--- config.mk ---
export PLATFORM = sky130hd
export DESIGN_NAME = cpu_ahb2apb_bridge
export DESIGN_NICKNAME = d
export VERILOG_FILES = /design/src/rtl/cpu_ahb2apb_pkg.sv /design/src/rtl/cpu_ahb2apb_strb.sv /design/src/rtl/cpu_ahb2apb_bridge.sv
export SDC_FILE = /design/constraint.sdc
export NUM_CORES = 1
export LEC_CHECK = 0
export CAP_MARGIN = 40
export CORE_MARGIN = 2
export CORE_UTILIZATION = 41
export DETAILED_ROUTE_END_ITERATION = 10
export DONT_BUFFER_PORTS = 1
export SETUP_SLACK_MARGIN = 0.5
export SLEW_MARGIN = 10
export SYNTH_ARGS = -nofsm -noshare
export SYNTH_HDL_FRONTEND = slang
export SYNTH_HIERARCHICAL = 1
export SYNTH_SLANG_ARGS = --single-unit
--- constraint.sdc ---
create_clock -name cpu_clk -period 4.6 [get_ports cpu_clk]
set_input_delay 1.15 -clock cpu_clk [delete_from_list [all_inputs] [get_ports cpu_clk]]
set_output_delay 1.15 -clock cpu_clk [all_outputs]
set_load 0.005 [all_outputs]
--- src/rtl/cpu_ahb2apb_pkg.sv ---
// cpu_ahb2apb_pkg
//   Shared types and encodings for the AHB-Lite to APB4 bridge:
//   FSM state enum, HTRANS and HRESP encodings, HSIZE constants.
package cpu_ahb2apb_pkg;

   typedef enum logic [2:0] {
      ST_IDLE,
      ST_WDATA,
      ST_SETUP,
      ST_ACCESS,
      ST_ERR1,
      ST_ERR2
   } state_t;

   typedef enum logic [1:0] {
      HTRANS_IDLE   = 2'd0,
      HTRANS_BUSY   = 2'd1,
      HTRANS_NONSEQ = 2'd2,
      HTRANS_SEQ    = 2'd3
   } htrans_t;

   typedef enum logic [1:0] {
      HRESP_OKAY  = 2'd0,
      HRESP_ERROR = 2'd1
   } hresp_t;

   localparam logic [2:0] HSIZE_BYTE = 3'd0;
   localparam logic [2:0] HSIZE_HALF = 3'd1;
   localparam logic [2:0] HSIZE_WORD = 3'd2;

   // Only byte, halfword and word transfers map onto a 32-bit APB bus.
   function automatic logic hsize_supported(input logic [2:0] hsize);
      return (hsize <= HSIZE_WORD);
   endfunction

endpackage

--- src/rtl/cpu_ahb2apb_strb.sv ---
// cpu_ahb2apb_strb
//   Combinational APB4 byte-strobe decode from the AHB transfer size and
//   the low address bits. Reads always produce an all-zero strobe.
//   Ports:
//     hwrite  in  1  transfer direction, 1 = write
//     hsize   in  3  AHB transfer size
//     addr_lo in  2  haddr[1:0]
//     pstrb   out 4  byte-lane strobes
module cpu_ahb2apb_strb
   import cpu_ahb2apb_pkg::*;
(
   input  logic       hwrite,
   input  logic [2:0] hsize,
   input  logic [1:0] addr_lo,
   output logic [3:0] pstrb
);

   always_comb begin
      pstrb = '0;
      if (hwrite) begin
         case (hsize)
            HSIZE_BYTE: pstrb = 4'b0001 << addr_lo;
            HSIZE_HALF: pstrb = addr_lo[1] ? 4'b1100 : 4'b0011;
            HSIZE_WORD: pstrb = '1;
            default:    pstrb = '0;
         endcase
      end
   end

endmodule

--- src/rtl/cpu_ahb2apb_bridge.sv ---
// cpu_ahb2apb_bridge
//   AHB-Lite slave to APB4 master bridge, single clock domain.
//   Ports:
//     cpu_clk, cpu_rst                  clock (rising edge), async active-high reset
//     hsel, haddr, htrans, hwrite,
//     hsize, hwdata, hready             AHB-Lite slave inputs
//     hreadyout, hresp, hrdata          AHB-Lite slave response (all registered)
//     psel, penable, pwrite, paddr,
//     pwdata, pstrb                     APB4 master outputs (all registered)
//     prdata, pready, pslverr           APB4 completer response
module cpu_ahb2apb_bridge
   import cpu_ahb2apb_pkg::*;
#(
   parameter int unsigned ADDR_W = 32
)
(
   input  logic              cpu_clk,
   input  logic              cpu_rst,
   input  logic              hsel,
   input  logic [ADDR_W-1:0] haddr,
   input  logic [1:0]        htrans,
   input  logic              hwrite,
   input  logic [2:0]        hsize,
   input  logic [31:0]       hwdata,
   input  logic              hready,
   output logic              hreadyout,
   output logic [1:0]        hresp,
   output logic [31:0]       hrdata,
   output logic              psel,
   output logic              penable,
   output logic              pwrite,
   output logic [ADDR_W-1:0] paddr,
   output logic [31:0]       pwdata,
   output logic [3:0]        pstrb,
   input  logic [31:0]       prdata,
   input  logic              pready,
   input  logic              pslverr
);

   state_t     state;
   state_t     next_state;
   logic       accept;
   logic [3:0] strb_dec;

   cpu_ahb2apb_strb u_strb (
      .hwrite  (hwrite),
      .hsize   (hsize),
      .addr_lo (haddr[1:0]),
      .pstrb   (strb_dec)
   );

   // Address phases are only taken while this slave shows hreadyout=1,
   // i.e. in IDLE or in the second error cycle.
   always_comb begin
      accept = hsel && hready
            && ((htrans == HTRANS_NONSEQ) || (htrans == HTRANS_SEQ))
            && ((state == ST_IDLE) || (state == ST_ERR2));
   end

   always_comb begin
      next_state = state;
      case (state)
         ST_IDLE, ST_ERR2: begin
            next_state = ST_IDLE;
            if (accept) begin
               if (!hsize_supported(hsize)) next_state = ST_ERR1;
               else if (hwrite)             next_state = ST_WDATA;
               else                         next_state = ST_SETUP;
            end
         end
         ST_WDATA:  next_state = ST_SETUP;
         ST_SETUP:  next_state = ST_ACCESS;
         ST_ACCESS: begin
            if (pready) next_state = pslverr ? ST_ERR1 : ST_IDLE;
         end
         ST_ERR1:   next_state = ST_ERR2;
         default:   next_state = ST_IDLE;
      endcase
   end

   always_ff @(posedge cpu_clk or posedge cpu_rst) begin
      if (cpu_rst) state <= ST_IDLE;
      else         state <= next_state;
   end

   // Control outputs are registered from next_state so they line up with
   // the state they describe without any combinational decode on the ports.
   always_ff @(posedge cpu_clk or posedge cpu_rst) begin
      if (cpu_rst) begin
         hreadyout <= 1'b1;
         hresp     <= HRESP_OKAY;
         hrdata    <= '0;
         psel      <= 1'b0;
         penable   <= 1'b0;
         pwrite    <= 1'b0;
         paddr     <= '0;
         pwdata    <= '0;
         pstrb     <= '0;
      end else begin
         hreadyout <= (next_state == ST_IDLE) || (next_state == ST_ERR2);
         hresp     <= ((next_state == ST_ERR1) || (next_state == ST_ERR2))
                      ? HRESP_ERROR : HRESP_OKAY;
         psel      <= (next_state == ST_SETUP) || (next_state == ST_ACCESS);
         penable   <= (next_state == ST_ACCESS);
         if (accept) begin
            paddr  <= haddr;
            pwrite <= hwrite;
            pstrb  <= strb_dec;
         end
         if (state == ST_WDATA) pwdata <= hwdata;
         if ((state == ST_ACCESS) && pready && !pwrite) hrdata <= prdata;
      end
   end

endmodule

**Word-level counts from Yosys, hierarchy flattened**

Index checks and enable logic that the tools add are counted.

- Register bits: 108
- Latch bits: 0
- RAM bits: 0
- ROM bits: 0
- Input port bits: 108
- Output and inout bits: 106
- Memories: 0

- Add/sub/neg operators: 0
- Multipliers: 0
- Div/mod/pow operators: 0
- $lt $le $gt $ge: 1
- Equality and inequality tests: 13
- Shift operators: 1
- Multiplexer cells: 10
- Bitwise operators: 0
- Reductions and logical operators: 15

Operator list:

| cell | number |
|---|---|
| equality test 3 x 2 -> 1 bit, second input constant | 5 |
| one-hot mux 3 bit (5 select lines) | 1 |
| equality test 3 bit, second input constant | 4 |
| two-way mux 3 bit | 4 |
| one-hot mux 4 bit (3 select lines) | 1 |
| zero test 3 bit | 3 |
| two-way mux 4 bit | 2 |
| equality test 3 x 1 -> 1 bit, second input constant | 2 |
| logical AND 1 bit | 5 |
| logical OR 1 bit | 5 |
| equality test 2 bit, second input constant | 2 |
| left shift 1 x 2 -> 4 bit, first input constant | 1 |
| <= comparator 3 x 2 -> 1 bit, second input constant | 1 |
| two-way mux 2 bit | 1 |
| OR reduction 2 bit | 1 |
| zero test 1 bit | 1 |
| two-way mux 1 bit | 1 |

**Longest topological paths before layout**

Gate-level depths: netlist (run 1).

- Depth after elaboration: 9
- Gate-level depth with buffers: 4
- Depth with buffers taken out: 4

**Modules after synthesis**

The synthesis (run 1) kept the hierarchy.

Modules (own cells, without submodules):

| module | times used | cells each | area each (sq um) | seq. area each (sq um) |
|---|---|---|---|---|
| cpu_ahb2apb_bridge | 1 | 245 | 4136.5 | 2703.8 |
| cpu_ahb2apb_strb | 1 | 13 | 73.8 | 0.0 |

**Worst setup path after synthesis (run 1)**

OpenSTA, ideal clock, no wires.

- Path kind: input-to-reg
- Start point: input htrans[1]
- End point: register paddr[10]
- Arrival time: 2020 ps
- Setup slack: 2455 ps
- Cell stages on the path: 4
- Buffers on the path: 1
- Cell sequence: nand4b_1 -> nor2_2 -> clkbuf_8 -> mux2_2

- Word-level cells in the longest chain between the ends: 4
- Elaborated cells between the ends (all ways): 5
- Those cells by class: 2 x eq/ne; 3 x reduce/logical

RTL lines:

| what | RTL line | RTL |
|---|---|---|
| start: declaration | cpu_ahb2apb_bridge.sv:21 | `input logic [1:0] htrans,` |
| equality test 2 bit | cpu_ahb2apb_bridge.sv:56 | `&& ((htrans == HTRANS_NONSEQ) \|\| (htrans == HTRANS_SEQ))` |
| logical OR 1 bit (*) | cpu_ahb2apb_bridge.sv:56 |  |
| logical AND 1 bit (*) | cpu_ahb2apb_bridge.sv:56 |  |
| logical AND 1 bit (*) | cpu_ahb2apb_bridge.sv:57 | `&& ((state == ST_IDLE) \|\| (state == ST_ERR2));` |
| end signal: assignment | cpu_ahb2apb_bridge.sv:106 | `paddr <= haddr;` |
| end: declaration | cpu_ahb2apb_bridge.sv:32 | `output logic [ADDR_W-1:0] paddr,` |

Every way passes the cells marked *; elsewhere a longest branch is shown, timed or not.
A chain may end at the register's enable or synchronous reset.

**Final worst setup path (run 1)**

- Start point: input htrans[1]
- End point: register paddr[8]

Same word-level chain as after synthesis.

==> results of run 1 <==
[kinds of logic (layout without fill, tap and decap cells)]
kind of cell | Yosys count | in the layout | share of synthesized area [%]
buffers and inverters | 15 | 25 | 3.12
AOI/OAI and AO/OA | 14 | 14 | 2.23
muxes | 101 | 101 | 27.0
xor gates and xnor gates | 1 | 1 | 0.208
other | 1 | 1 | 0.0891
and+or+nand+nor | 18 | 18 | 3.12
DFF | 108 | 108 | 64.2
[area by class of cell]
type	instances	area share [%]
flip-flops and latches	108	59.5
multi-input cells	135	30.5
well taps	133	3.66
clock buffers	12	3.41
repair buffers	5	1.54
clock inverters	4	1.05
inverters	4	0.385
[flip-flops by register name (all words and copies together), names as in the netlist]
name and flops:
state 3, pwrite 1, psel 1, paddr 32, hresp 1, hrdata 32, hreadyout 1, pwdata 32
pstrb 4, penable 1
[worst max-delay path: stages]
cell      delay, ps
nand4b_1        200
nor2_4          540
buf_16          240
mux2_2          350
[stage by stage]
stage | hold slack (ps) | utilization [%] | worst slack (ps)
global route | 549 | 46.1 | 2250
finish | 527 | 46.1 | 2340
detailed placement | 512 | 44.0 | 1900
floorplan | 483 | - | 606
CTS | 533 | 46.1 | 2300
global placement | 503 | 43.6 | 1730
[power groups by stage]
stage / clock, uW / combinational (uW) / sequential, uW
after floorplan: 0 / 683 / 1730
after global placement: 0 / 718 / 1860
after detailed placement: 0 / 760 / 1870
after CTS: 607 / 759 / 1850
after global routing: 653 / 821 / 1890
final: 579 / 744 / 1830
[worst max-delay path by stage]
stage	cells after the start	slack, ps	from	to
final	4	2340	htrans[1]	paddr[8]$_DFFE_PP0N_
after global routing	4	2250	htrans[1]	paddr[12]$_DFFE_PP0N_
after CTS	4	2300	htrans[1]	paddr[12]$_DFFE_PP0N_
after detailed placement	4	1900	htrans[1]	paddr[12]$_DFFE_PP0N_
after global placement	3	1730	htrans[1]	paddr[15]$_DFFE_PP0N_
after floorplan	1	610	cpu_rst	hrdata[0]$_DFFE_PP0P_
[synth_stat cells, types with 2 or more instances]
master	count	area share, %
dfrtp_1	107	64
inv_1	4	0.36
nand2_1	2	0.18
buf_4	4	0.71
a221o_1	2	0.48
mux2_2	96	26
a21oi_1	6	0.71
nor2_1	5	0.45
buf_6	4	1.1
nand2b_4	2	0.65
a22o_1	2	0.42
mux2_1	5	1.3
clkbuf_8	3	0.98
o21ai_0	2	0.24
[per-layer routing]
metal  track usage, %  vias up  part of all wire (%)  wire (um)
li1                 -      918                     -          -
met1             16.1     1059                    36       2860
met2             24.7      106                    53       4260
met3             7.17        9                   9.8        784
met4             5.43        0                   1.7        138
met5                0        -                     0          0
[cells in the final DEF (no fill, tap or decap), types with 2 or more instances in the layout]
| cell | synthesis | layout |
|---|---|---|
| buf_4 | 4 | 3 |
| nand2_1 | 2 | 2 |
| mux2_2 | 96 | 96 |
| mux2_1 | 5 | 5 |
| inv_1 | 4 | 3 |
| clkinv_2 | 0 | 2 |
| a22o_1 | 2 | 2 |
| dfrtp_1 | 107 | 107 |
| nand2b_4 | 2 | 2 |
| o21ai_0 | 2 | 2 |
| nor2_1 | 5 | 5 |
| a221o_1 | 2 | 2 |
| a21oi_1 | 6 | 6 |
| clkbuf_8 | 3 | 11 |
==> metrics.md, run 1 <==
| Metric | Value |
|---|---|
| Routability cong. | `0.738` |
| Die Height | `105 um` |
| Top FF cell, synth | `dfrtp_1` |
| Placeable Area | `9860 um2` |
| Post-synthesis register bit count | `108` |
| Post-synth ARST share | `100%` |
| Row count | `36` |
| Drt drc | `0` |
| Max_cap viols | `0` |
| Hold Path Origin | `hrdata[24]$_DFFE_PP0P_` |
| Worst-margin pin slew | `581 ps` |
| Min-Delay Path Depth | `1` |
| Total power | `3150 uW` |
| Root cell of the clock tree | `clkbuf_8` |
| Largest net degree at the start of global routing | `43` |
| Final Hold Fails | `0` |
| Antenna cells | `0` |
| Post-CTS setup buffer count | `0` |
| Full die area | `11100 um2` |
| H-tree Lvls | `3` |
| Die width | `105 um` |
| Total gr overflow | `0` |
| Netlist Area Pre-Place | `4210 um2` |
| Placed Cells | `385` |
| Worst Path Required | `4840 ps` |
| Critical R2R Capture | `paddr[8]$_DFFE_PP0N_` |
| Switching pwr | `949 uW` |
| Starting Density | `42.7%` |
| DRT Pass-1 Iters | `4` |
| TritonCTS buffer count | `9` |
| Worst Path Max Fanout | `22` |
| Post-CTS resize count | `0` |
| Overall routing resource usage | `14.7%` |
| I/O Buffers | `0` |
| Outcome | `finished, final reports clean` |
| Worst ir drop on vdd | `0.280 mV` |
| Worst EP arrival | `2500 ps` |
| Post-synthesis sequential area ratio | `64.2%` |
| Slew Limit Headroom | `61.2%` |
| LEAKAGE | `0.00195 uW` |
| Syn nets | `366` |
| Initial antenna violation count | `0` |
| Post-synth EDFFs | `0` |
| Average wire per standard cell | `20.0 um` |
| Synth warn | `6` |
| Hold endpoint | `hrdata[24]$_DFFE_PP0P_` |
| Fin crit share | `49.2%` |
| Reg-to-reg slack, setup | `2510 ps` |
| Sequential power share | `58.0%` |
| Final setup skew | `12.6 ps` |
| Sw Share | `30.1%` |
| Number of global-route vias before repair | `2260` |
| Setup tns final | `0 ps` |
| Fin. max-slew vios | `0` |
| Int Pwr | `2200 uW` |
| CTS Hold Buffers Added | `0` |
| Multi-input combinational cell area | `1390 um2` |
| Placed inst area | `4340 um2` |
| Unrepaired setup endpoints after global routing | `false` |
| Placed wire-length estimate | `6070 um` |
| Synthesized instance count | `258` |
| Critical path class | `in -> reg` |
| Clock-pin slew on the worst setup and hold paths | `90 ps` |
| Reg-to-reg critical path startpoint | `state[1]$_DFF_PP0_` |
| Antenna-violating nets left | `0` |
| Cell Pwr Density | `693 nW/um2` |
| Fmax | `442 MHz` |
| Seq. cell area | `2700 um2` |
| Filler cell count | `886` |
| FF-to-FF path depth | `4` |
| # nets final | `371` |
| CTS tree | `built` |
| Synth cell types | `28` |
| WL final | `8040 um` |
| Combinational power share | `23.6%` |
| CP startpoint kind | `input port` |
| Clock power frac | `18.4%` |
| Wire length of the first global-routing pass | `12400 um` |
| Io pins | `214` |
| Final Non-Filler Cells | `401` |
| Setup violation total in the final timing report | `0` |
| Tmin final | `2260 ps` |
| Design area | `4550 um2` |
| Vias per inst | `5.22` |
| Worst Hold Class | `reg -> reg` |
| Clock Latency Late Sink | `360 ps` |
| Mean cell area of the mapped netlist | `16.3 um2` |
| Via count | `2092` |
| Layout cells sized above 1 | `46.6%` |
| Crit end category | `flip-flop` |
| Area delta synth->final | `7.99%` |
| Drt first-iter violations | `90` |
| Max clock buf depth | `2` |
| Clock sink count | `108` |
(Power assumes the default switching activity.)
==> run 2: changes to the inputs <==
- clock period: 4.6 -> 2.3 ns (I/O delays scaled with it)
==> run 2 against run 1 <==
Against the previous run: power up 97%; combinational power is 100% higher; cell count increased by 0.25%; critical path depth stayed put; die area stayed put; highest routed layer unchanged; register-to-register slack worse by 2000 ps; non-clock buffer count grew 1; wire length is 1.5% higher; sequential cell count unchanged; critical endpoint is now paddr[14]$_DFFE_PP0N_; global-route usage decreased by 0.23 points; core utilization fell by 0.23 points; sequential power up 100%.
==> metrics.md, run 2 (synthesis gave the netlist of run 1 again) <==
| Metric | Value |
|---|---|
| LEAKAGE | `0.00194 uW (-0.80%)` |
| Wire length of the first global-routing pass | `12400 um (+0.11%)` |
| Fin crit share | `75.9%` |
| Via count | `2115 (+1.1%)` |
| TritonCTS buffer count | `9 (unchanged)` |
| Cell Pwr Density | `1370 nW/um2 (+98%)` |
| # nets final | `372 (+0.27%)` |
| Routability cong. | `0.675 (-8.6%)` |
| Max clock buf depth | `2 (unchanged)` |
| DRT Pass-1 Iters | `3 (-1)` |
| CTS tree | `built` |
| WL final | `8160 um (+1.5%)` |
| Clock sink count | `108 (unchanged)` |
| Worst Path Required | `2530 ps (-2310 ps)` |
| Drt drc | `0 (unchanged)` |
| Most common cell after layout, fill and taps aside | `dfrtp_1` |
| Crit end category | `flip-flop` |
| Outcome | `finished, final reports clean` |
| Initial antenna violation count | `0 (unchanged)` |
| Fin. max-slew vios | `0 (unchanged)` |
| Final setup skew | `13.1 ps (+0.430 ps)` |
| Util after Layout | `45.9% (-0.23 points)` |
| CP startpoint kind | `flip-flop` |
| Setup violation total in the final timing report | `0 (unchanged)` |
| Top flop regs | `hrdata (32), paddr (32), pwdata (32)` |
| Post-CTS resize count | `0 (unchanged)` |
| Layout cells sized above 1 | `46.5% (-0.17 points)` |
| Worst-margin pin slew | `567 ps (-14.1 ps)` |
| Worst ir drop on vdd | `0.532 mV (+90%)` |
| Largest net degree at the start of global routing | `57 (+33%)` |
| CTS Hold Buffers Added | `0 (unchanged)` |
| Starting Density | `42.7% (unchanged)` |
| Placed wire-length estimate | `6020 um (-0.85%)` |
| Overall routing resource usage | `14.5% (-0.23 points)` |
| Row count | `36 (unchanged)` |
| Placed Cells | `386 (+0.26%)` |
| Area delta synth->final | `7.46%` |
| Worst EP arrival | `1980 ps (-520 ps)` |
| Number of global-route vias before repair | `2333 (+3.2%)` |
| H-tree Lvls | `3 (unchanged)` |
| Die Height | `105 um (unchanged)` |
| Placeable Area | `9860 um2 (unchanged)` |
| Setup tns final | `0 ps (unchanged)` |
| Highest-count cells in the layout ignoring fill and taps | `dfrtp_1, mux2_2, clkbuf_8` |
| Critical path class | `reg -> reg` |
| Antenna-violating nets left | `0 (unchanged)` |
| Fmax | `573 MHz` |
| Unrepaired setup endpoints after global routing | `true` |
| Tmin final | `1750 ps` |
| Total power | `6210 uW (+97%)` |
| I/O Buffers | `0 (unchanged)` |
| Final Hold Fails | `0 (unchanged)` |
| Worst Path Max Fanout | `20 (-9.1%)` |
| Worst Hold Class | `in -> async` |
| Full die area | `11100 um2 (unchanged)` |
| Root cell of the clock tree | `clkbuf_8` |
| Filler cell count | `859 (-3.0%)` |
| Slew Limit Headroom | `62.1% (+0.95 points)` |
| Antenna cells | `0 (unchanged)` |
| Io pins | `214 (unchanged)` |
| Clock Latency Late Sink | `360 ps (about the same)` |
| Vias per inst | `5.26 (+0.85%)` |
| Average wire per standard cell | `20.3 um (+1.3%)` |
| Clock-pin slew on the worst setup and hold paths | `100 ps (about the same)` |
| Total gr overflow | `0 (unchanged)` |
| Max_cap viols | `0 (unchanged)` |
| Die width | `105 um (unchanged)` |
| FF-to-FF path depth | `4 (unchanged)` |
| Final Non-Filler Cells | `402 (+0.25%)` |
| Worst hold slack | `129 ps (-398 ps)` |
| Drt first-iter violations | `84 (-6.7%)` |
==> run 2: layout make-up <==
class,instances,area [um2],share of cell area [%]
flip-flops and latches,108,2700,59.8
inverters,4,18.8,0.415
well taps,133,166,3.68
clock inverters,4,33.8,0.747
repair buffers,6,70.1,1.55
clock buffers,12,145,3.21
multi-input cells,135,1390,30.6
==> run 2: what timing repair did <==
item,in CTS,in global routing
setup endpoints to repair,0,37
setup buffers,0,0
hold endpoints to repair,0,0
==> run 2: worst max-delay path: stages, from the launching register on <==
cell and delay (ps):
dfrtp_1 480, nand4b_1 320, nor2_4 160, buf_4 280, mux2_2 380
==> run 2: power breakdown <==
group | leakage (uW) | internal, uW | switching (uW) | total, uW
clock network | 0.0000872 | 434 | 628 | 1060
logic | 0.000549 | 966 | 526 | 1490
registers | 0.00130 | 2870 | 783 | 3660
==> run 2: metrics by stage <==
stage / area [um2] / worst slack [ps]
2_1_floorplan: 4210 / 424
3_3_place_gp: 4350 / 550
3_5_place_dp: 4350 / 527
4_1_cts: 4520 / 512
5_1_grt: 4520 / 454
6_report: 4520 / 554
==> run 2: routing by layer <==
| metal | vias up | global-route usage, % | part of all wire [%] |
|---|---|---|---|
| met1 | 1083 | 15.2 | 36 |
| met4 | 0 | 6.00 | 2.3 |
| met2 | 104 | 25.3 | 52 |
| met5 | - | 0 | 0 |
| met3 | 15 | 6.12 | 9.5 |
| li1 | 913 | - | - |
==> run 2: worst paths after layout <==
kind                            slack [ps]                      to                 start
worst max-delay path                   550   paddr[14]$_DFFE_PP0N_    state[1]$_DFF_PP0_
worst min-delay path                   130  pwdata[10]$_DFFE_PP0P_               cpu_rst
worst max register to register         550   paddr[14]$_DFFE_PP0N_    state[1]$_DFF_PP0_
worst min register to register         530    paddr[4]$_DFFE_PP0N_  paddr[4]$_DFFE_PP0N_
max in group asynchronous             1500      hresp[0]$_DFF_PP0_               cpu_rst
min in group cpu_clk                   350      state[0]$_DFF_PP0_                hwrite
